File: src/rtl/gbf_flgwei_rdctrl.sv
// Read-side sequencer for the GBF flag/weight region: streams one feature group's
// words from the GBF SRAM read port onto a valid/ready channel toward the PE array.
module gbf_flgwei_rdctrl #(
  parameter int DATA_WIDTH = 96,
  parameter int ADDR_WIDTH = 20,
  parameter int GRP_WIDTH  = 4,
  parameter int LEN_WIDTH  = 16
) (
  input  logic                            clk,
  input  logic                            rst,
  input  logic                            Reset_FtrLay,
  input  logic                            Reset_FtrGrp,
  input  logic                            Next_FtrGrp,
  input  logic                            GrpTab_EnWr,
  input  logic [GRP_WIDTH-1:0]            GrpTab_AddrWr,
  input  logic [ADDR_WIDTH+LEN_WIDTH-1:0] GrpTab_DatWr,
  output logic                            GBF_EnRd,
  output logic [ADDR_WIDTH-1:0]           GBF_AddrRd,
  input  logic [DATA_WIDTH-1:0]           GBF_DatRd,
  output logic                            Dat_Val,
  input  logic                            Dat_Rdy,
  output logic [DATA_WIDTH-1:0]           Dat_Out,
  output logic [GRP_WIDTH-1:0]            CntFtrGrp,
  output logic                            Grp_Done,
  output logic                            Busy
);

  localparam logic [1:0] ST_IDLE = 2'd0;
  localparam logic [1:0] ST_STRM = 2'd1;
  localparam logic [1:0] ST_DONE = 2'd2;
  localparam int TAB_DEPTH = 1 << GRP_WIDTH;

  logic [1:0]            state_q, state_d;
  logic [GRP_WIDTH-1:0]  grp_q, grp_d;
  logic [ADDR_WIDTH-1:0] addr_q, addr_d;
  logic [LEN_WIDTH-1:0]  rem_q, rem_d;
  logic                  inflight_q, inflight_d;
  logic                  zdone_q, zdone_d;
  logic [1:0]            fcnt_q, fcnt_d;
  logic                  wptr_q, wptr_d;
  logic                  rptr_q, rptr_d;

  logic [DATA_WIDTH-1:0]           fifo_q [2];
  logic [ADDR_WIDTH+LEN_WIDTH-1:0] tab_q [TAB_DEPTH];

  logic                            cmd;
  logic                            pop;
  logic                            push;
  logic                            issue;
  logic                            last_pop;
  logic [2:0]                      occ;
  logic [GRP_WIDTH-1:0]            new_grp;
  logic [ADDR_WIDTH+LEN_WIDTH-1:0] new_ent;

  always_comb begin
    cmd     = Reset_FtrLay | Reset_FtrGrp | Next_FtrGrp;
    new_grp = grp_q;
    if (Reset_FtrLay)
      new_grp = '0;
    else if (Next_FtrGrp && !Reset_FtrGrp)
      new_grp = grp_q + GRP_WIDTH'(1);
    // Table read sees the pre-write contents when a write hits the same entry.
    new_ent = tab_q[new_grp];

    push  = inflight_q;
    pop   = (fcnt_q != 2'd0) && Dat_Rdy;
    occ   = 3'(fcnt_q) + 3'(inflight_q) - 3'(pop);
    issue = (state_q == ST_STRM) && (rem_q != '0) && (occ < 3'd2);
    last_pop = (state_q == ST_STRM) && (rem_q == '0) && !inflight_q &&
               pop && (fcnt_q == 2'd1);

    state_d    = state_q;
    grp_d      = grp_q;
    addr_d     = addr_q;
    rem_d      = rem_q;
    inflight_d = issue;
    zdone_d    = 1'b0;
    wptr_d     = push ? ~wptr_q : wptr_q;
    rptr_d     = pop ? ~rptr_q : rptr_q;
    fcnt_d     = fcnt_q + 2'(push) - 2'(pop);

    if (issue) begin
      addr_d = addr_q + ADDR_WIDTH'(1);
      rem_d  = rem_q - LEN_WIDTH'(1);
    end
    if (last_pop)
      state_d = ST_DONE;

    // A command restarts everything; a read still in flight becomes a discard.
    if (cmd) begin
      grp_d      = new_grp;
      addr_d     = new_ent[ADDR_WIDTH+LEN_WIDTH-1:LEN_WIDTH];
      rem_d      = new_ent[LEN_WIDTH-1:0];
      inflight_d = 1'b0;
      fcnt_d     = 2'd0;
      wptr_d     = 1'b0;
      rptr_d     = 1'b0;
      zdone_d    = (new_ent[LEN_WIDTH-1:0] == '0);
      state_d    = (new_ent[LEN_WIDTH-1:0] == '0) ? ST_DONE : ST_STRM;
    end
  end

  always_ff @(posedge clk) begin
    if (rst) begin
      state_q    <= ST_IDLE;
      grp_q      <= '0;
      addr_q     <= '0;
      rem_q      <= '0;
      inflight_q <= 1'b0;
      zdone_q    <= 1'b0;
      fcnt_q     <= 2'd0;
      wptr_q     <= 1'b0;
      rptr_q     <= 1'b0;
    end else begin
      state_q    <= state_d;
      grp_q      <= grp_d;
      addr_q     <= addr_d;
      rem_q      <= rem_d;
      inflight_q <= inflight_d;
      zdone_q    <= zdone_d;
      fcnt_q     <= fcnt_d;
      wptr_q     <= wptr_d;
      rptr_q     <= rptr_d;
    end
  end

  always_ff @(posedge clk) begin
    if (GrpTab_EnWr)
      tab_q[GrpTab_AddrWr] <= GrpTab_DatWr;
    if (push)
      fifo_q[wptr_q] <= GBF_DatRd;
  end

  assign GBF_EnRd   = issue;
  assign GBF_AddrRd = addr_q;
  assign Dat_Val    = (fcnt_q != 2'd0);
  assign Dat_Out    = Dat_Val ? fifo_q[rptr_q] : '0;
  assign CntFtrGrp  = grp_q;
  assign Grp_Done   = last_pop | zdone_q;
  assign Busy       = (state_q == ST_STRM);

endmodule
File: config.mk
export PLATFORM = sky130hd
export DESIGN_NAME = gbf_flgwei_rdctrl
export DESIGN_NICKNAME = d
export VERILOG_FILES = /design/src/rtl/gbf_flgwei_rdctrl.sv
export SDC_FILE = /design/constraint.sdc
export NUM_CORES = 1
export LEC_CHECK = 0
export CORE_MARGIN = 3
export CORE_UTILIZATION = 40
export DETAILED_ROUTE_END_ITERATION = 7
export GPL_TIMING_DRIVEN = 0
export SYNTH_ARGS = -nofsm -noshare
export SYNTH_HDL_FRONTEND = slang
export SYNTH_SLANG_ARGS = --single-unit
export TNS_END_PERCENT = 50
File: constraint.sdc
create_clock -name clk -period 7.6 [get_ports clk]
set_clock_uncertainty 0.1 [all_clocks]
set_input_delay 2.28 -clock clk [delete_from_list [all_inputs] [get_ports clk]]
set_output_delay 2.28 -clock clk [all_outputs]
set_load 0.02 [all_outputs]
==> out/metrics.cfg <==
[power]
cellInternalPower_mw = 7.61
powerDensity_nw_per_um2 = 246
p_clk_share_pct = 42.9
swShare_pct = 20.6
power_switching_mw = 1.97
power_frac_seq_pct = 52.6
ir_drop_mv = 0.186
power.static_leakage_nw = 12.2
p_comb_share_pct = 4.5

[routing]
antenna_left = 0
drc = 0
drtPass1Iterations = 5
dr_total_vias = 17000
routed_wl_um = 80300
wire_per_inst_um = 25.5
dr.first_iter.drc_count = 1621
viasPerCell = 5.41

[critical_path]
cp.arrival_ns = 5.10
cp_max_fo = 10
path_delay_family = buffers and inverters
crit_path_start_kind = input pin
crit_type = input pin to primary output
path_cells = clkdlybuf4s50_1 -> nor2b_1 -> ha_1 -> inv_1 -> ha_1 -> fa_1 -> xor2_1 -> nand3b_1 -> a21oi_2 -> clkbuf_4 -> clkdlybuf4s15_2
endpoint_kind = primary output
crit_buf_inv = 4
cp.required_ns = 5.22
cpPeakStageDelay_ns = 0.45
crit_slowest_cell = clkdlybuf4s50_1
timing.critical_path.mode_cell = ha_1

[clock_network]
clock_latency_ns = 0.64
postCtsSetupBuffers = 0
cts_sinks = 817
cts-root-buf = clkbuf_16
htree_levels = 3
tritoncts = yes
numCtsBuffers = 88
clk_pin_slew_ns = 0.06
clockBufferDepth = 3

[die]
initial_core_util_pct = 40.5
ioPinCount = 267
die-area_sq_um = 81900
die_x_um = 286
rows = 102
core_sq_um = 77600
die_h_um = 286

[synth]
async_flop_share_pct = 0
syn-cell-area_sq_um = 31400
synth_cell_types = 46
synth_warnings = 0
synth_seq_cells = 817
yosysTopAreaCellShare_pct = 73.5
synth_common_cells = 768 x edfxtp_1, 165 x nor2_1, 144 x mux4_2
postSynthCellCount = 1640
synth_edf_count = 768
syn_avg_cell_area_sq_um = 19.1
synth_fp_nets = 1790
synth.area.top_cells = edfxtp_1 73%, mux4_2 10%, dfxtp_1 3.1%
yosysSeqAreaShare_pct = 76.6
yosysTopAreaCell = edfxtp_1
synth_flop_cell = edfxtp_1
synth.most_common_cell = edfxtp_1

[final_layout]
final_cells = 3145
layout-drive-gt1-share_pct = 16.8
nets = 2184
syn_to_final_growth_pct = 24.0

[global_routing]
grt_max_degree = 62
grt_pass1_vias = 17600
grt_pass1_wl_um = 117000
antenna_found_initial = 3
overflow = 0
grt_util_all_layers_pct = 19.5

[timing]
post-route-period-util_pct = 98.4
worst_pin_slew_ns = 1.27
hold_viol = 0
rsz0062_at_grt = no
slew_violations = 0
setup_ws_ns = 0.119
slew_headroom_pct = 14.6
setup_tns_ns = 0
max_freq_mhz = 134
period_needed_ns = 7.48
setup_viol = 0

[place]
dp_cells = 2984
io_buffer_count = 265
pre_cts_slack_ns = -0.693
place_hpwl_um = 53200
gp_congestion = 0.896

[min_path]
worst_hold_path_type = flop to flop

[status]
status = finished clean

[flow_run]
maxCapViolCount = 0

==> logic make-up (layout without fill, tap and decap cells) <==
logic type | after synthesis | in the layout | share of synthesized area [%]
DFF | 817 | 817 | 76.6
and+or+nand+nor | 329 | 329 | 4.70
muxes | 242 | 242 | 13.5
AOI/OAI and AO/OA | 113 | 113 | 2.63
buffers and inverters | 94 | 558 | 1.28
xor gates and xnor gates | 38 | 38 | 1.06
adders and majority gates | 7 | 7 | 0.303
other | 0 | 1 | 0
==> metrics by stage <==
step	area (sq um)	hold WS [ns]	power [mW]	util, %
floorplan	31400	0.364	5.33	-
global placement	35400	0.387	5.54	45.6
detailed placement	36100	0.391	5.57	46.6
CTS	38900	0.399	9.69	50.2
global route	38900	0.436	9.90	50.2
finish	38900	0.397	9.58	50.2
==> layout make-up <==
class	count	area (sq um)
timing repair buffer	304	3320
buffer	86	375
antenna	1	2.50
inverter	8	30.0
multi-input combinational	729	7080
sequential	817	24000
tap	1040	1300
fill	6435	38700
clock buffer	110	2350
clock inverter	50	444
==> metal layers <==
metal	GRT usage (%)	part of all wire, %	vias to the layer above
met5	0	0.030	-
met4	4.66	2.0	4
met3	5.22	8.7	115
met2	31.5	48	648
met1	26.6	41	8863
li1	-	-	7382
==> path summary, 6_finish.rpt <==
path / start / to / slack (ns) / cells after the start
max: Dat_Rdy / GBF_EnRd / 0.12 / 11
max reg2reg: CntFtrGrp[0] / state_q[1] / 3.13 / 9
min: rem_q[5] / rem_q[5] / 0.40 / 2
min reg2reg: rem_q[5] / rem_q[5] / 0.40 / 2
==> flip-flops by register name, summed over array words and instances, names as in the netlist, named ones only <==
signal / flops
zdone_q: 1
CntFtrGrp: 4
rptr_q: 1
fcnt_q: 2
rem_q: 16
tab_q: 576
inflight_q: 1
fifo_q: 192
GBF_AddrRd: 20
state_q: 2
wptr_q: 1
==> placed cells by master, fill, tap and decap left out, types with 15 or more instances in the layout <==
cell type and n:
a211oi_1 52, a22oi_1 28, a31oi_1 19, and2_1 20, buf_6 19, clkbuf_1 70
clkbuf_16 90, clkdlybuf4s50_1 264, clkinv_1 17, clkinv_2 17, dfxtp_1 49, edfxtp_1 768
mux2i_1 98, mux4_2 144, nand2_1 69, nor2_1 153, xnor2_1 15, xor2_1 23
==> what timing repair did <==
action / 4_1_cts / 5_1_grt
endpoints found under the hold margin: 0 / 0
cloned: 0 / 0
hold buffers: 0 / 0
resized for setup: 5 / 1
setup endpoints to repair: 1 / 1
==> worst register-to-register path: stages (launching register included) <==
cell and delay, ns:
dfxtp_1 0.37, ha_1 0.30, mux2i_1 0.08, nor2_1 0.68, clkbuf_1 0.66, mux4_2 0.41, a221oi_1 0.59, nor4bb_1 0.58
nand4_1 0.33, a211oi_2 0.29
==> power by group through the flow <==
stage | clock network, mW | registers, mW | logic [mW]
after floorplan | 0 | 5.13 | 0.194
after global placement | 0 | 5.14 | 0.404
after detailed placement | 0 | 5.14 | 0.434
after CTS | 4.21 | 5.04 | 0.436
after global routing | 4.39 | 5.05 | 0.464
final | 4.11 | 5.04 | 0.432
Power figures use the tool's default switching activity.
